===== src/rtl/che_packet_tx.sv =====
// CHE advertisement transmitter.
// On a start pulse in idle, the block captures the node's ID, hop count (+1, saturating) and
// Q-value. It then waits a backoff taken from the node ID and streams a 5-word packet on a
// valid/ready interface: type, ID, hops, Q-value, XOR checksum.
// A heartbeat reset aborts the packet at any point.
module che_packet_tx #(
  parameter int unsigned               WORD_WIDTH   = 16,
  parameter logic [WORD_WIDTH-1:0]     PKT_TYPE_CHE = 16'h0002,
  parameter int unsigned               BO_BITS      = 4
) (
  input  logic                  clk,
  input  logic                  nrst,
  input  logic                  en_CHE,
  input  logic                  HB_reset,
  input  logic [WORD_WIDTH-1:0] myNodeID,
  input  logic [WORD_WIDTH-1:0] myHops,
  input  logic [WORD_WIDTH-1:0] myQValue,
  input  logic                  tx_ready,
  output logic [WORD_WIDTH-1:0] tx_data,
  output logic                  tx_valid,
  output logic                  tx_last,
  output logic                  busy,
  output logic                  done
);

  typedef enum logic [1:0] {StIdle, StBackoff, StSend, StDone} state_e;

  state_e                r_state;
  logic [2:0]            r_idx;
  logic [BO_BITS-1:0]    r_cnt;
  logic [WORD_WIDTH-1:0] r_id;
  logic [WORD_WIDTH-1:0] r_hops;
  logic [WORD_WIDTH-1:0] r_q;

  state_e                w_state_nxt;
  logic [2:0]            w_idx_nxt;
  logic [BO_BITS-1:0]    w_cnt_nxt;
  logic [WORD_WIDTH-1:0] w_id_nxt;
  logic [WORD_WIDTH-1:0] w_hops_nxt;
  logic [WORD_WIDTH-1:0] w_q_nxt;
  logic [WORD_WIDTH-1:0] w_hops_inc;
  logic [WORD_WIDTH-1:0] w_csum;
  logic [WORD_WIDTH-1:0] w_word;
  logic                  w_fire;

  // Hop count advertised is one more than ours, pinned at all-ones.
  assign w_hops_inc = (myHops == '1) ? myHops : myHops + WORD_WIDTH'(1);
  assign w_csum     = PKT_TYPE_CHE ^ r_id ^ r_hops ^ r_q;
  assign w_fire     = (r_state == StSend) && tx_ready;

  // Select the packet word for the current index.
  always_comb begin
    w_word = '0;
    unique case (r_idx)
      3'd0:    w_word = PKT_TYPE_CHE;
      3'd1:    w_word = r_id;
      3'd2:    w_word = r_hops;
      3'd3:    w_word = r_q;
      3'd4:    w_word = w_csum;
      default: w_word = '0;
    endcase
  end

  // Next-state logic; heartbeat reset overrides everything, including a completing handshake.
  always_comb begin
    w_state_nxt = r_state;
    w_idx_nxt   = r_idx;
    w_cnt_nxt   = r_cnt;
    w_id_nxt    = r_id;
    w_hops_nxt  = r_hops;
    w_q_nxt     = r_q;
    unique case (r_state)
      StIdle: begin
        if (en_CHE) begin
          w_id_nxt    = myNodeID;
          w_hops_nxt  = w_hops_inc;
          w_q_nxt     = myQValue;
          w_cnt_nxt   = myNodeID[BO_BITS-1:0];
          w_idx_nxt   = '0;
          w_state_nxt = StBackoff;
        end
      end
      StBackoff: begin
        if (r_cnt != '0) begin
          w_cnt_nxt = r_cnt - BO_BITS'(1);
        end else begin
          w_state_nxt = StSend;
        end
      end
      StSend: begin
        if (w_fire) begin
          if (r_idx == 3'd4) begin
            w_idx_nxt   = '0;
            w_state_nxt = StDone;
          end else begin
            w_idx_nxt = r_idx + 3'd1;
          end
        end
      end
      StDone: begin
        w_state_nxt = StIdle;
      end
      default: begin
        w_state_nxt = StIdle;
      end
    endcase
    if (HB_reset) begin
      w_state_nxt = StIdle;
      w_idx_nxt   = '0;
      w_cnt_nxt   = '0;
    end
  end

  // State and capture registers.
  always_ff @(posedge clk or negedge nrst) begin
    if (!nrst) begin
      r_state <= StIdle;
      r_idx   <= '0;
      r_cnt   <= '0;
      r_id    <= '0;
      r_hops  <= '0;
      r_q     <= '0;
    end else begin
      r_state <= w_state_nxt;
      r_idx   <= w_idx_nxt;
      r_cnt   <= w_cnt_nxt;
      r_id    <= w_id_nxt;
      r_hops  <= w_hops_nxt;
      r_q     <= w_q_nxt;
    end
  end

  // Outputs decode directly from state, so an async reset clears them at once.
  always_comb begin
    tx_valid = (r_state == StSend);
    tx_data  = tx_valid ? w_word : '0;
    tx_last  = tx_valid && (r_idx == 3'd4);
    busy     = (r_state == StBackoff) || (r_state == StSend);
    done     = (r_state == StDone);
  end

endmodule


===== config.mk =====
export PLATFORM = sky130hd
export DESIGN_NAME = che_packet_tx
export DESIGN_NICKNAME = d
export VERILOG_FILES = /design/src/rtl/che_packet_tx.sv
export SDC_FILE = /design/constraint.sdc
export NUM_CORES = 1
export LEC_CHECK = 0
export ABC_AREA = 0
export CORE_ASPECT_RATIO = 2
export CORE_MARGIN = 5
export CORE_UTILIZATION = 47
export CTS_CLUSTER_DIAMETER = 60
export DETAILED_ROUTE_END_ITERATION = 8
export PLACE_DENSITY = 0.77
export REMOVE_ABC_BUFFERS = 1
export SYNTH_ARGS = -nofsm -noshare
export SYNTH_HDL_FRONTEND = slang
export SYNTH_SLANG_ARGS = --single-unit

===== constraint.sdc =====
create_clock -name clk -period 1.8 [get_ports clk]
set_clock_uncertainty 0.05 [all_clocks]
set_input_delay 0.36 -clock clk [delete_from_list [all_inputs] [get_ports clk]]
set_output_delay 0.36 -clock clk [all_outputs]
set_load 0.005 [all_outputs]

==> impl.org, run 1 <==
** Synthesis
- After synthesis, the cell types taking the most area are sky130_fd_sc_hd__dfrtp_1 (40%), sky130_fd_sc_hd__nand2_1 (13%), sky130_fd_sc_hd__xnor2_1 (7.9%), sky130_fd_sc_hd__ha_1 (4.6%), sky130_fd_sc_hd__a222oi_1 (4.5%).
- Counting every instance in the synthesized netlist gives 424.
- Averaged over all synthesized cells, the footprint is 8.34 um2.
- Ys flop type :: sky130_fd_sc_hd__dfrtp_1
- Share of synthesized registers carrying an async set or reset :: 100%
- The Yosys step of the flow raised 0 warnings.
- Netlist Area Pre-Place :: 3540 um2
- Register bit total from synthesis :: 57
- Sequential-to-total area share from yosys stat :: 40.3%
- The synthesized design spends more area on one cell type than any other, namely sky130_fd_sc_hd__dfrtp_1.
- Count of unique library cells instantiated by Yosys :: 45
- Area share of the largest cell type after synthesis :: 40.3%
- In this run, synthesis inferred 0 flip-flops with an integrated enable.

** STA
- Period utilization :: 134%
- For this run, the top clock speed supported by timing is 415 MHz.
- Fin Hold WS :: 0.478 ns
- Final Hold Violating Endpoints :: 0
- At the pin with the least slew margin, the transition time is 0.426 ns.
- Setup repair after global routing could not meet its margin everywhere.
- Slew HR :: 70.9%
- Final Max Tran Viols :: 0
- Final setup TNS :: -8.75 ns
- Time the final worst path needs with I/O delays and setup :: 2.41 ns
- Setup Viol. Count Final :: 19
- Final worst slack :: -0.612 ns

** Clocking
- TritonCTS built the clock tree.
- CTS max path bufs :: 2
- In this run the number of H-tree levels came out at 3.
- For this design, the sink count on the clock tree is 57.
- Root buf cell :: sky130_fd_sc_hd__clkbuf_16
- Total clock buffers created by CTS :: 9
- Clock insertion delay at the later pin of the skew report :: 0.33 ns
- Clock-pin slew was measured on the worst setup and hold paths at 0.05 ns.

** Global routing
- Antenna violations before repair :: 0
- Number of global-route vias before repair :: 4318
- Gr ovfl total :: 0
- Global routing used 26.5% of the available tracks across all layers.
- Largest net degree at the start of global routing :: 58
- Wire length of the first global-routing pass :: 19700 um

** Setup path
- For the worst setup path, the data arrival time is 2.00 ns.
- CP endpoint kind :: primary output
- Most common cell type on the critical path :: sky130_fd_sc_hd__ha_4
- Critical path class :: reg -> out
- On the worst path, the slowest cell contributes a delay of 0.45 ns.
- Data on the critical path is required at its endpoint by 1.39 ns.
- The number of buffers and inverters on the critical path is 2.
- Of all nets on the critical path, the largest fanout is 8.
- Among cell families on the critical path, the largest total delay comes from compound AO/OA/AOI/OAI gates.
- The worst setup path is launched from a register.
- The slowest stage of the critical path belongs to the cell sky130_fd_sc_hd__a222oi_1.
- Critical Path, Cell by Cell :: ha_4 -> ha_4 -> buf_12 -> a222oi_1 -> a21oi_2 -> buf_2

** Placement
- Routability-driven placement congestion ratio :: 0.851
- # port buffers :: 72
- OpenSTA, run right after detailed placement, puts the worst setup slack at -0.637 ns.
- Detailed-placement wirelength estimate :: 8170 um
- Number of instances in the placed design :: 663

** Die
- Height of the die :: 133 um
- The initialized floorplan defines 44 standard-cell rows.
- The die covers 9460 um2.
- The total area inside the core boundary comes to 7320 um2.
- Number of I/O pins :: 73
- Die Span X :: 71.3 um
- Initial core utilization :: 48.3%

** Drt
- After detailed routing, the total wire length is 13200 um.
- Mean number of vias per cell :: 5.82
- # DRC :: 0
- DRC violation total after the first TritonRoute iteration :: 431
- Antenna Violating Nets Remaining :: 0
- Router iterations before antenna repair :: 5
- The routed layout has 4026 vias.
- Dividing the detail-routed wire length by the instance count gives 19.0 um.

** Flow run
- Max Cap Viol :: 0

** Power
- Ratio of total power to cell area :: 1450 nW/um2
- Across the VDD grid, the largest voltage drop is 1050 uV.
- Design Power :: 8.39 mW
- Leakage power summed over all cells :: 2.65 nW

** Cells and area
- Area delta synth->final :: 63.6%
- The repair_antennas step left the layout with diodes totalling 0.
- Net count reported at finish :: 664
- Filler Cell Count :: 440
- Final instance count without filler cells :: 692
- In the final layout, the share of cells above drive strength 1 is 34.3%.

** Run status
- The flow ran to the end, but the final reports show violations.
- Violations in the final reports :: negative setup slack

** Hold path
- The min-delay analysis places its worst path in the category reg -> reg.
## where the power goes
group	leakage (nW)	switching (mW)	total, mW	internal, mW
sequential	0.695	0.574	2.46	1.88
clock	0.134	0.555	1.57	1.02
combinational	1.82	2.10	4.37	2.26
total	2.65	3.23	8.39	5.16
## worst register-to-register path, stage by stage, from the launching register on
cell and delay (ns):
sky130_fd_sc_hd__dfrtp_2 0.44, sky130_fd_sc_hd__buf_4 0.15, sky130_fd_sc_hd__inv_4 0.06, sky130_fd_sc_hd__ha_2 0.20, sky130_fd_sc_hd__buf_4 0.13, sky130_fd_sc_hd__nand3_1 0.12
sky130_fd_sc_hd__a221oi_4 0.30, sky130_fd_sc_hd__mux2i_1 0.24, sky130_fd_sc_hd__nor2_1 0.07
## cell usage in the layout, fill, tap and decap left out, types with 3 or more instances in the layout
cell | netlist | layout
sky130_fd_sc_hd__buf_2 | 2 | 17
sky130_fd_sc_hd__inv_1 | 12 | 6
sky130_fd_sc_hd__dfrtp_1 | 57 | 55
sky130_fd_sc_hd__a31oi_1 | 9 | 9
sky130_fd_sc_hd__xnor2_1 | 32 | 32
sky130_fd_sc_hd__buf_12 | 0 | 3
sky130_fd_sc_hd__clkbuf_8 | 0 | 3
sky130_fd_sc_hd__nand3b_1 | 3 | 3
sky130_fd_sc_hd__ha_4 | 0 | 8
sky130_fd_sc_hd__nor2_1 | 29 | 24
sky130_fd_sc_hd__a21oi_2 | 0 | 14
sky130_fd_sc_hd__nor2b_4 | 0 | 3
sky130_fd_sc_hd__nor2_2 | 0 | 5
sky130_fd_sc_hd__mux2i_1 | 6 | 6
sky130_fd_sc_hd__nor3_4 | 0 | 3
sky130_fd_sc_hd__or3_1 | 7 | 7
sky130_fd_sc_hd__dlymetal6s2s_1 | 0 | 7
sky130_fd_sc_hd__o21ai_0 | 11 | 10
sky130_fd_sc_hd__ha_1 | 13 | 3
sky130_fd_sc_hd__nand4_1 | 5 | 5
sky130_fd_sc_hd__clkbuf_16 | 0 | 11
sky130_fd_sc_hd__a21oi_1 | 19 | 5
sky130_fd_sc_hd__nor3_1 | 9 | 5
sky130_fd_sc_hd__a222oi_1 | 16 | 16
sky130_fd_sc_hd__clkdlybuf4s50_1 | 0 | 36
sky130_fd_sc_hd__dlygate4sd2_1 | 0 | 8
sky130_fd_sc_hd__nand3_1 | 9 | 7
sky130_fd_sc_hd__buf_6 | 0 | 13
sky130_fd_sc_hd__nand2_1 | 127 | 127
sky130_fd_sc_hd__buf_4 | 0 | 93
sky130_fd_sc_hd__inv_2 | 0 | 4
## metrics by stage
step / instance area (um2) / utilization, %
floorplan: 3450 / -
global placement: 5060 / 69.1
detailed placement: 5060 / 69.1
CTS: 5490 / 75.0
global route: 5780 / 79.0
finish: 5780 / 79.0
## final timing paths
kind	start	end	slack (ns)	cells after the start
setup / recovery	r_idx[1]	tx_data[9]	-0.61	6
setup reg to reg	r_idx[1]	r_state[1]	-0.08	8
hold / removal	r_id[14]	r_id[14]	0.48	2
min in group asynchronous	nrst	r_idx[0]	0.49	3
hold reg to reg	r_id[14]	r_id[14]	0.48	2
max in group asynchronous	nrst	r_q[8]	0.90	3
## synth_stat cells, types with 4 or more instances
| library cell | count |
|---|---|
| sky130_fd_sc_hd__a222oi_1 | 16 |
| sky130_fd_sc_hd__xnor2_1 | 32 |
| sky130_fd_sc_hd__nor2_1 | 29 |
| sky130_fd_sc_hd__a31oi_1 | 9 |
| sky130_fd_sc_hd__dfrtp_1 | 57 |
| sky130_fd_sc_hd__nand3_1 | 9 |
| sky130_fd_sc_hd__inv_1 | 12 |
| sky130_fd_sc_hd__clkbuf_1 | 18 |
| sky130_fd_sc_hd__nor3_1 | 9 |
| sky130_fd_sc_hd__o21ai_0 | 11 |
| sky130_fd_sc_hd__nand4_1 | 5 |
| sky130_fd_sc_hd__nand2_1 | 127 |
| sky130_fd_sc_hd__nor2b_1 | 4 |
| sky130_fd_sc_hd__mux2i_1 | 6 |
| sky130_fd_sc_hd__ha_1 | 13 |
| sky130_fd_sc_hd__or3_1 | 7 |
| sky130_fd_sc_hd__a21oi_1 | 19 |
## state kept, by name, summed over array words and instances, names as in the netlist
register	flops
r_id	16
r_hops	16
r_idx	3
r_state	2
r_cnt	4
r_q	16
## layout make-up
class / instances / area, um2 / share of cell area [%]
timing repair buffer: 184 / 1600 / 27.6
sequential: 57 / 1430 / 24.7
clock buffer: 13 / 270 / 4.67
inverter: 12 / 50.0 / 0.865
multi-input combinational: 334 / 2320 / 40.1
tap: 92 / 115 / 1.99
## logic make-up (layout without fill, tap and decap cells)
group,count (synthesis),count (layout),share of synthesized area [%]
AND/OR/NAND/NOR,209,209,26.8
XOR/XNOR,34,34,8.42
adder cells (fa/ha/maj),13,13,4.60
AO/OA/AOI/OAI,70,70,13.9
flip-flops,57,57,40.3
buffers and inverters,33,209,3.57
multiplexers,8,8,2.34
## timing repair
| action | in CTS | in global routing |
|---|---|---|
| hold endpoints to repair | 57 | 0 |
| gates resized for setup | 115 | 70 |
| setup buffers | 8 | 7 |
| gates cloned | 1 | 2 |
| hold buffers | 1 | 0 |
| setup endpoints to repair | 40 | 43 |
| pin swaps | 26 | 19 |
## routing by layer
| layer | global-route usage [%] | vias to the layer above | wire length [um] |
|---|---|---|---|
| met5 | 0 | - | 0 |
| met4 | 20.9 | 0 | 860 |
| met3 | 6.38 | 69 | 672 |
| met2 | 47.5 | 187 | 7240 |
| met1 | 24.5 | 1942 | 4380 |
| li1 | - | 1828 | - |
Power figures use the tool's default switching activity.
==> run 2: changes to the inputs <==
--- a/config.mk
+++ b/config.mk
@@ -12,7 +12,6 @@
 export CTS_CLUSTER_DIAMETER = 60
 export DETAILED_ROUTE_END_ITERATION = 8
 export PLACE_DENSITY = 0.77
-export REMOVE_ABC_BUFFERS = 1
 export SYNTH_ARGS = -nofsm -noshare
 export SYNTH_HDL_FRONTEND = slang
 export SYNTH_SLANG_ARGS = --single-unit
==> run 2 against run 1 <==
  * Sequential power up 2%
  * Clock power up 6%
  * Critical endpoint is now tx_data[3]
  * Combinational power up 5.5%
  * Die area unchanged
  * First-iteration DRC count down 14%
  * Sequential cell count unchanged
  * Global-route usage up 0.76 points
  * Largest power group unchanged
  * Cell area up 1.7%
  * The flow still finishes with violations (negative setup slack)
==> impl.org, run 2 (synthesis results as in run 1) <==
** STA
- The final hold violation count was 0.
- Worst Max-Slew Pin Slew :: 0.477 ns
- Fin Hold WS :: 0.435 ns
- Setup repair after global routing could not meet its margin everywhere.
- Slew HR :: 68.2%
- Setup violations remaining at the end of the flow were counted as 19.
- Final worst slack :: -0.756 ns
- Period utilization :: 142%
- Final Max Tran Viols :: 0
- Time the final worst path needs with I/O delays and setup :: 2.56 ns
- Highest clock frequency the design can meet :: 391 MHz

** Die
- Initial core utilization :: 48.3%
- Number of I/O pins :: 73
- Row count :: 44
- In this run the vertical extent of the chip is 133 um.
- Die area :: 9460 um2
- Measured along the x axis, the die boundary spans 71.3 um.
- The floorplan step defined a core boundary enclosing 7320 um2.

** Placement
- Detailed-placement wirelength estimate :: 8370 um
- OpenSTA, run right after detailed placement, puts the worst setup slack at -0.578 ns.
- # port buffers :: 72
- At the end of routability-driven placement, the weighted congestion stood at 0.944.
- Including well taps, the total number of placed cells is 663.

** Clocking
- CTS max path bufs :: 2
- The tree is rooted in a sky130_fd_sc_hd__clkbuf_16.
- Number of H-tree branching levels :: 3
- Clock slew at reported path FFs :: 0.05 ns
- Sinks on Clock Net :: 57
- Total clock buffers created by CTS :: 9
- CTS tree :: done
- Clock insertion delay at the later pin of the skew report :: 0.33 ns

** Cells and area
- Final instance count without filler cells :: 703
- Net count reported at finish :: 672
- The library cell used most frequently in the layout, excluding fill and tap cells, is sky130_fd_sc_hd__nand2_1.
- Once layout is complete, the utilization of the core stands at 80.3%.
- The filler cells instantiated in the layout total 444.
- In the final layout, the registers with the most flip-flops are r_hops: 16 flops, r_id: 16 flops, r_q: 16 flops.
- In the final layout, the share of cells above drive strength 1 is 34.2%.
- Commonest non-fill, non-tap cells in the layout :: sky130_fd_sc_hd__nand2_1 (127), sky130_fd_sc_hd__buf_4 (89), sky130_fd_sc_hd__dfrtp_1 (54)
- Area delta synth->final :: 66.4%
- The repair_antennas step left the layout with diodes totalling 0.

** Global routing
- Global routing used 27.3% of the available tracks.
- Global routing used 26.2% of the available met1 tracks.
- The first global-routing pass estimated 20200 um of wire.
- Met2 layer usage reported by global route :: 48.7%
- Entering global routing, the biggest net connects 58 pins.
- Met3 layer usage reported by global route :: 6.23%
- Antenna violations before repair :: 0
- Layer with the highest usage :: met2
- Gr ovfl total :: 0
- The via count of the first global-routing pass came to 4329.

** Setup path
- CP endpoint kind :: primary output
- STA classifies the critical path startpoint as a register.
- Of all nets on the critical path, the largest fanout is 8.
- The critical path is of the reg -> out type.
- STA puts the critical path data required time at 1.39 ns.
- Crit path largest cell delay :: 0.43 ns
- Gate family responsible for the most delay along the worst path :: buffers and inverters
- Arrival time of the worst setup path :: 2.15 ns
- Slowest stage cell, crit path :: sky130_fd_sc_hd__dfrtp_2
- Buffering stage count on the worst path with inverters included :: 5
- The critical path goes through inv_2 -> ha_4 -> buf_4 -> nor3_4 -> nor2_2 -> o21ai_4 -> clkbuf_16 -> buf_6 -> a21oi_4 -> buf_2.

** Run status
- The checks that failed: negative setup slack.
- Status :: finished with violations

** Power
- Worst supply voltage drop on vdd :: 1170 uV
- Design Power :: 8.77 mW
- Ratio of total power to cell area :: 1490 nW/um2
- Leakage power summed over all cells :: 2.70 nW

** Drt
- The routed layout has 4162 vias.
- Antenna Violating Nets Remaining :: 0
- Router iterations before antenna repair :: 6
- In the routed design, unresolved DRC markers number 0.
- The routed design has 13800 um of wire.
- Post-detailed-route wirelength per cell :: 19.6 um
- In this run, the number of DRC markers left after iteration 0 of detailed routing was 369.
- Mean number of vias per cell :: 5.92

** Synthesis
- Net count after synthesis :: 490

** Flow run
- Max Cap Viol :: 0

** Hold path
- The worst hold path belongs to the class in -> reg.
==> run 2: cell count changes in the layout (fill, tap and decap cells not counted), sizes merged <==
| cell | delta |
|---|---|
| buf | +11 |
| clkbuf | -1 |
| clkdlybuf4s15 | -2 |
| clkdlybuf4s50 | -1 |
| clkinv | +2 |
| dlygate4sd2 | +2 |
==> run 2: final cells by class <==
type	instances	area [um2]	area share [%]
multi-input combinational	334	2280	38.8
timing repair buffer	192	1710	29.1
sequential	57	1430	24.3
clock buffer	14	284	4.83
tap	92	115	1.96
inverter	12	47.5	0.808
clock inverter	2	10.0	0.170
==> run 2: power breakdown <==
| part | internal, mW | switching, mW | leakage (nW) | total [mW] |
|---|---|---|---|---|
| Clock | 1.08 | 0.588 | 0.149 | 1.66 |
| Combinational | 2.43 | 2.17 | 1.86 | 4.61 |
| Sequential | 1.88 | 0.620 | 0.694 | 2.50 |
==> run 2: worst reg2reg max path, cell delays in order (launching register included) <==
cell and delay (ns):
sky130_fd_sc_hd__dfrtp_2 0.44, sky130_fd_sc_hd__inv_2 0.10, sky130_fd_sc_hd__buf_6 0.11, sky130_fd_sc_hd__ha_4 0.14, sky130_fd_sc_hd__buf_6 0.10, sky130_fd_sc_hd__buf_6 0.10
sky130_fd_sc_hd__buf_4 0.11, sky130_fd_sc_hd__buf_6 0.09, sky130_fd_sc_hd__nand3_4 0.06, sky130_fd_sc_hd__a221oi_4 0.28, sky130_fd_sc_hd__mux2i_1 0.23, sky130_fd_sc_hd__nor2_1 0.07
==> run 2: per-stage QoR <==
stage | TNS, ns | area (um2)
2_1_floorplan | 0 | 3570
3_3_place_gp | -16.59 | 5100
3_5_place_dp | -18.89 | 5100
4_1_cts | -9.94 | 5670
5_1_grt | -12.45 | 5880
6_report | -11.42 | 5880
==> run 2: repair_timing <==
item | 4_1_cts | 5_1_grt
hold buffers | 1 | 0
setup buffers | 14 | 8
endpoints found under the hold margin | 46 | 0
gates resized for setup | 141 | 45
setup endpoints to repair | 41 | 43
gates cloned | 2 | 0
pin swaps | 19 | 14
==> run 2: worst paths after layout <==
check / startpoint / endpoint / slack [ns] / depth (start not counted)
worst max-delay path: r_idx[0] / tx_data[3] / -0.76 / 10
worst min register to register: r_id[9] / r_id[9] / 0.48 / 2
worst max register to register: r_idx[1] / r_state[1] / -0.18 / 11
worst min-delay path: myHops[11] / r_hops[11] / 0.44 / 4
max in group asynchronous: nrst / r_idx[0] / 0.90 / 3
min in group asynchronous: nrst / r_cnt[0] / 0.50 / 3
==> run 2: metal layers <==
| metal | routed length [um] | vias to the layer above |
|---|---|---|
| met5 | 0 | - |
| met4 | 1040 | 0 |
| met3 | 874 | 87 |
| met2 | 7320 | 253 |
| met1 | 4560 | 1975 |
| li1 | - | 1847 |
